$ cat src/rtl/stop_watch_gen.sv
// BCD stopwatch core: prescaler tick, DIGITS-wide cascaded up/down BCD counter with wrap or saturate.
// Optional lap snapshot/freeze of the display is built only when STOP_WATCH_LAP_EN is defined.
module stop_watch_gen #(
  parameter int unsigned DIVISOR = 5_000_000,
  parameter int unsigned DIGITS  = 4,
  parameter int unsigned WRAP    = 1
) (
  input  logic                  clk,
  input  logic                  reset,
  input  logic                  go,
  input  logic                  clr,
  input  logic                  up,
  input  logic                  lap,
  output logic [4*DIGITS-1:0]   cnt,
  output logic [4*DIGITS-1:0]   disp,
  output logic                  tick,
  output logic                  wrap,
  output logic                  lap_active
);

  localparam int unsigned PW = $clog2(DIVISOR);
  localparam logic [PW-1:0] PLAST = PW'(DIVISOR - 1);

  logic [PW-1:0]       presc_q, presc_d;
  logic [4*DIGITS-1:0] cnt_q, cnt_d, step_val;
  logic                wrap_q, wrap_d;
  logic                sat_q, sat_d;
  logic                term, at_limit;
  logic                carry;
  logic [3:0]          digit;

  assign term = (presc_q == PLAST);
  assign tick = go & term & ~clr & ~reset;

  // Ripple carry/borrow through the digits; a carry out of the top digit means
  // every digit was at its extreme, i.e. the count sits at the limit.
  always_comb begin
    step_val = cnt_q;
    carry    = 1'b1;
    digit    = '0;
    for (int unsigned i = 0; i < DIGITS; i++) begin
      digit = cnt_q[4*i +: 4];
      if (carry) begin
        if (up) begin
          if (digit == 4'd9) begin
            step_val[4*i +: 4] = 4'd0;
          end else begin
            step_val[4*i +: 4] = digit + 4'd1;
            carry              = 1'b0;
          end
        end else begin
          if (digit == 4'd0) begin
            step_val[4*i +: 4] = 4'd9;
          end else begin
            step_val[4*i +: 4] = digit - 4'd1;
            carry              = 1'b0;
          end
        end
      end
    end
    at_limit = carry;
  end

  always_comb begin
    presc_d = presc_q;
    cnt_d   = cnt_q;
    wrap_d  = 1'b0;
    sat_d   = sat_q;
    if (go) begin
      presc_d = term ? '0 : presc_q + 1'b1;
    end
    if (tick) begin
      if (!at_limit) begin
        cnt_d = step_val;
        sat_d = 1'b0;
      end else if (WRAP != 0) begin
        cnt_d  = step_val;
        wrap_d = 1'b1;
      end else if (!sat_q) begin
        // Saturated: pulse once, stay silent until the count leaves the limit.
        wrap_d = 1'b1;
        sat_d  = 1'b1;
      end
    end
  end

  always_ff @(posedge clk) begin
    if (reset || clr) begin
      presc_q <= '0;
      cnt_q   <= '0;
      wrap_q  <= 1'b0;
      sat_q   <= 1'b0;
    end else begin
      presc_q <= presc_d;
      cnt_q   <= cnt_d;
      wrap_q  <= wrap_d;
      sat_q   <= sat_d;
    end
  end

  assign cnt  = cnt_q;
  assign wrap = wrap_q;

`ifdef STOP_WATCH_LAP_EN
  logic [4*DIGITS-1:0] snap_q;
  logic                lap_q;

  // Capture uses the pre-tick count, so a coincident tick still advances cnt.
  always_ff @(posedge clk) begin
    if (reset || clr) begin
      snap_q <= '0;
      lap_q  <= 1'b0;
    end else if (lap) begin
      if (!lap_q) begin
        snap_q <= cnt_q;
        lap_q  <= 1'b1;
      end else begin
        lap_q  <= 1'b0;
      end
    end
  end

  assign disp       = lap_q ? snap_q : cnt_q;
  assign lap_active = lap_q;
`else
  logic unused_lap;
  assign unused_lap = lap;
  assign disp       = cnt_q;
  assign lap_active = 1'b0;
`endif

endmodule

$ cat config.mk
export PLATFORM = sky130hd
export DESIGN_NAME = stop_watch_gen
export DESIGN_NICKNAME = d
export VERILOG_FILES = /design/src/rtl/stop_watch_gen.sv
export SDC_FILE = /design/constraint.sdc
export NUM_CORES = 1
export LEC_CHECK = 0
export ABC_AREA = 1
export ABC_CLOCK_PERIOD_IN_PS = 1500
export BUFFER_PORTS_ARGS = -buffer_cell sky130_fd_sc_hd__clkbuf_2
export CORE_ASPECT_RATIO = 1.5
export CORE_MARGIN = 10
export CORE_UTILIZATION = 40
export CTS_BUF_LIST = sky130_fd_sc_hd__clkbuf_4 sky130_fd_sc_hd__clkbuf_8 sky130_fd_sc_hd__clkbuf_16
export DETAILED_ROUTE_END_ITERATION = 10
export HOLD_SLACK_MARGIN = 0.12
export PLACE_DENSITY_LB_ADDON = 0.08
export SLEW_MARGIN = 20
export SYNTH_ARGS = -nofsm -noshare
export SYNTH_HDL_FRONTEND = slang
export SYNTH_SLANG_ARGS = --single-unit
$ cat constraint.sdc
create_clock -name clk -period 1.5 [get_ports clk]
set_clock_uncertainty 0.15 [all_clocks]
set_input_delay 0.075 -clock clk [delete_from_list [all_inputs] [get_ports clk]]
set_output_delay 0.075 -clock clk [all_outputs]
set_load 0.02 [all_outputs]
Yosys cells after proc, flatten, opt, wreduce, memory -nomap -nowiden

Cells that the tools add are included.

Word-level logic and storage cells: 64
Input port bits: 6
Register bits: 40

Multiplexer cells: 29
Add/sub/neg operators: 9
Reduce and logical (&&, ||, !) cells: 9
Equality and inequality tests: 5
Bitwise logic cells: 6

Operators with widths:

| cell                                              | number |
|---|---|
| 2-to-1 mux 4 bit                                  | 12 |
| adder 23 x 1 -> 23 bit (second input constant)    | 1 |
| == test 23 bit (second input constant)            | 1 |
| 2-to-1 mux 23 bit                                 | 1 |
| adder 4 x 1 -> 4 bit (second input constant)      | 4 |
| == test 4 bit (second input constant)             | 4 |
| zero test 4 bit                                   | 4 |
| 2-to-1 mux 1 bit                                  | 16 |
| subtractor 4 x 1 -> 4 bit (second input constant) | 4 |
| AND reduction 2 bit                               | 3 |
| bitwise AND 1 bit                                 | 3 |
| NOT 1 bit                                         | 3 |
| OR reduction 2 bit                                | 1 |
| logical OR 1 bit                                  | 1 |

Longest topological paths before layout

Depth after elaboration: 7
Depth in mapped cells: 11

Least setup slack after synthesis

OpenSTA, ideal clock, no wires.

Kind: register to register
Start point: register presc_q[0]
End point: register cnt_q[14] (netlist: cnt[14])
Cell stages (with the launch flop): 10
Setup time: 114 ps
Data arrival time: 1409 ps
Slack: -172 ps
Clock period less this slack: 1672 ps
Buffers on the path: 1
Required time: 1236 ps
Path through: dfxtp_1 ha_1 nand3_1 nor2_4 nand3_4 nor2_4 buf_6 nand4_1 nand2_1 nor2_1

Word-level cells in the longest chain between the ends: 5

Ends and longest elaborated chain:

| item                                 | line | source |
|---|---|---|
| start: declaration                   | 24   | `logic [PW-1:0] presc_q, presc_d;` |
| start signal: assignment             | 94   | `presc_q <= presc_d;` |
| == test 23 bit                       | 32   | `assign term = (presc_q == PLAST);` |
| bitwise AND 1 bit (3 in a row)       | 33   | `assign tick = go & term & ~clr & ~reset;` |
| via tick                             | 16   | `output logic tick,` |
| AND reduction 2 bit (no source line) | -    |  |
| end signal: assignment               | 95   | `cnt_q <= cnt_d;` |
| end: declaration                     | 25   | `logic [4*DIGITS-1:0] cnt_q, cnt_d, step_val;` |

The timed path passes the listed nets, and every way through them passes these cells.
A chain may end at the register's enable or synchronous reset.

Final worst setup path

Start point: input port clr
End point: register presc_q[2]

Word-level cells in the longest chain between the ends: 1

Ends and longest elaborated chain:

| item               | line | source |
|---|---|---|
| start: declaration | 11   | `input logic clr,` |
| logical OR 1 bit   | 88   | `if (reset \|\| clr) begin` |

No other way between the ends.

==> run summary <==
Critical path
• 7 — Reg2Reg Depth
• 5 — Worst Path Max Fanout
• 1.53 ns — critical path data required time
• primary input to register — start-to-end type of the worst setup path
• primary input — startpoint type of the worst setup path
• buffers and inverters — CP top delay family
• 1.85 ns — worst path arrival time
• presc_q[14] — beginning of the worst register-to-register path
• presc_q[16] — RR Endpoint
• clkbuf_2 > nor2_1 > inv_2 > dlygate4sd3_1 > nor3_1 — crit path cell chain
• -0.22 ns — worst setup slack for register-to-register paths
• 0.71 ns — crit-path max cell delay
• 3 — Buf+Inv Stages, Crit Path
• dlygate4sd3_1 — crit path max-delay cell type
• register — element type at the critical path end

Placed design
• 6340 µm — post-DP HPWL
• 0.886 — GPL Wtd Cong
• 38 — quantity of I/O buffers inserted on ports
• -0.158 ns — worst setup timing slack at the placement stage

Routing
• 3051 — Via Count
• 4.93 — via/cell ratio
• 102 — number of DRC markers after the initial detailed-route iteration
• 8460 µm — final wirelength
• 0 — DRC violation count after routing
• 5 — Initial DRT Pass Iterations
• 0 — remaining number of nets flagged by the antenna check after routing
• 13.7 µm — routed wirelength normalized by instance count

Yosys
• 34 — number of distinct library cells after synthesis
• 429 — Post-Synthesis Net Count
• dfxtp_1 — cell accounting for the most synthesized area
• 2660 µm² — Synth Cell Area
• 422 — instance count of the mapped netlist
• 44.6% — simple-gate share of the synthesized area
• 0 — warning count from the yosys run
• 6.29 µm² — Synth Area per Inst
• 30.1% — sequential cell area fraction in the yosys report
• 0 — number of enable-type register cells in the synthesized netlist
• 9.37% — compound-cell area share of the yosys netlist
• 0.471% — adder-cell share of the synthesized area
• nor2_1 — most numerous cell in the Yosys netlist
• dfxtp_1 — commonest register cell after synthesis
• 1.98% — post-synthesis share of cell area spent on xor and xnor gates
• dfxtp_1 (30%), nor2_1 (13%), nand2_1 (12%), nand3_1 (5.5%), buf_4 (5.4%) — top cells by area in the synthesized netlist
• nor2_1 (91), nand2_1 (86), dfxtp_1 (40), inv_1 (38), nand3_1 (29) — most frequent cells after synthesis
• 40 — number of storage elements in the synthesis netlist
• 0% — Async S/R FF share, synth
• 0% — share of synthesized area spent on multiplexers
• simple AND/OR/NAND/NOR gates — main combinational cell family by area after synthesis
• 30.1% — share of Yosys cell area claimed by the top area cell type

Pwr
• 0.595 mV — worst voltage drop across the vdd grid
• 1.81 nW — static leakage
• 515 nW/µm² — power per cell area

Clock network
• 5 — CTS Buf Count
• 2 — buffer levels on the longest clock path
• 2 — H-Tree Level Count
• 40 — number of clock sinks
• 0.29 ns — clock insertion delay at the later pin of the skew report
• clkbuf_8 — root buffer selected by CTS
• done — CTS tree
• 0.08 ns — clock edge transition at the registers on the reported setup and hold paths

Final layout
• 0 — number of antenna cells inserted
• 47.8% — Area Growth Syn to Fin
• 43.5% — proportion of layout cells with a drive suffix above 1
• 549 — final net count

Run status
• finished with violations — status
• setup timing — failing checks

STA
• 0.549 GHz — Peak Freq
• 0.112 ns — worst hold margin
• 1.82 ns — minimum period implied by the final worst setup slack
• 56.7% — worst slew slack as a fraction of its limit
• 0.648 ns — slew of the pin with the lowest slew margin
• -0.321 ns — final worst-path setup slack
• yes — unrepaired setup endpoints after global routing
• 41 — total setup violations reported at the end of the flow
• 0 — number of hold violations in the final report
• 121% — period utilization
• 0 — count of pins over their slew limit

Min path
• up — start point of the worst hold path
• cnt[2] — hold endpoint
• 4 — Min-Delay Path Depth
• primary input to register — Worst Hold Class

Die
• 41 — io pins
• 86.5 µm — Die W
• 6490 µm² — core area
• 36 — Rows
• 10400 µm² — die footprint
• 120 µm — die extent in y
• 41.0% — starting utilization of the core area

Global route
• 13700 µm — global-route wire length before repair
• 15.9% — Overall Global Routing Usage
• 13 — pin count of the biggest net entering global routing
• 3076 — vias in the first global route
• 0 — antenna violations before repair
• 0 — total grt overflow

Run
• 0 — Max Cap Viol

## layout make-up
class | instances | area [µm²]
fillers | 609 | 2560
clock buffers | 8 | 97.6
inverters | 47 | 186
multi-input cells | 310 | 1730
repair buffers | 138 | 991
flip-flops and latches | 40 | 823
well taps | 76 | 95.1
## power by group
group	total (mW)	switching [mW]	internal (mW)
combinational	0.161	0.0988	0.0626
clock	0.795	0.383	0.412
sequential	1.06	0.00258	1.06
total	2.02	0.484	1.54
## worst max path at each step
| stage | start | to | slack [ns] | depth (start not counted) |
|---|---|---|---|---|
| final | clr | presc_q[2] | -0.32 | 5 |
| after detailed placement | presc_q[1] | presc_q[20] | -0.16 | 9 |
| after global placement | presc_q[2] | presc_q[19] | -0.14 | 7 |
| after floorplan | presc_q[0] | cnt[14] | -0.04 | 9 |
| after global routing | clr | presc_q[2] | -0.38 | 5 |
| after CTS | presc_q[0] | tick | -0.19 | 7 |
## metrics by stage
stage	TNS (ns)	power, mW	instances	area (µm²)	util (%)
2_1_floorplan	-0.142	1.17	422	2700	-
3_5_place_dp	-3.14	1.22	595	3430	53.0
4_1_cts	-4.23	2.02	615	3700	57.1
3_3_place_gp	-1.57	1.22	595	3430	53.0
6_report	-5.71	2.02	619	3930	60.5
5_1_grt	-9.61	2.10	619	3930	60.5
## timing repair
action | in CTS | in global routing
gates resized for setup | 23 | 66
gates cloned | 0 | 1
hold endpoints to repair | 8 | 0
buffers inserted | 8 | 4
hold buffers | 4 | 0
pin swaps | 12 | 24
endpoints found under the setup margin | 37 | 41
## worst min-delay path: cells and delay by family
| kind | cells | cell delay [ns] |
|---|---|---|
| buffers and inverters | 1 | 0.20 |
| AOI/OAI and AO/OA | 2 | 0.18 |
| and+or+nand+nor | 1 | 0.07 |
## placed cells by master (no fill, tap or decap), types with 3 or more instances in the layout
| cell | n |
|---|---|
| buf_6 | 4 |
| nor2_2 | 12 |
| clkbuf_8 | 6 |
| dlygate4sd3_1 | 4 |
| o21ai_0 | 16 |
| a21oi_1 | 14 |
| nand3_4 | 3 |
| nand2_1 | 77 |
| o21ai_1 | 6 |
| dfxtp_2 | 15 |
| nor2_4 | 8 |
| inv_1 | 33 |
| nand4_1 | 13 |
| dfxtp_1 | 24 |
| o21ai_2 | 8 |
| nand2_4 | 4 |
| inv_2 | 12 |
| nand2_2 | 10 |
| nor3_2 | 3 |
| nand3_1 | 23 |
| nor2_1 | 82 |
| xor2_1 | 4 |
| nand3_2 | 6 |
| buf_4 | 90 |
| nor3_1 | 6 |
| clkbuf_2 | 37 |
| buf_8 | 3 |
## metal layers
metal / GRT usage (%) / routed length, µm / up-vias
met5: 0 / 0 / -
met2: 30.2 / 4700 / 78
li1: - / - / 1575
met1: 15.3 / 2950 / 1369
met4: 8.13 / 375 / 0
met3: 3.39 / 425 / 29
## flip-flops by register name, summed over array words and instances (netlist names)
name and flops:
cnt 16, presc_q 23, wrap 1
## logic make-up after synthesis
| logic type | after synthesis |
|---|---|
| AND/OR/NAND/NOR | 255 |
| buffers and inverters | 72 |
| AO/OA/AOI/OAI | 47 |
| flip-flops | 40 |
| XOR/XNOR | 6 |
| adder cells (fa/ha/maj) | 1 |
| other | 1 |
No activity file was read; power rests on OpenSTA's default activity.
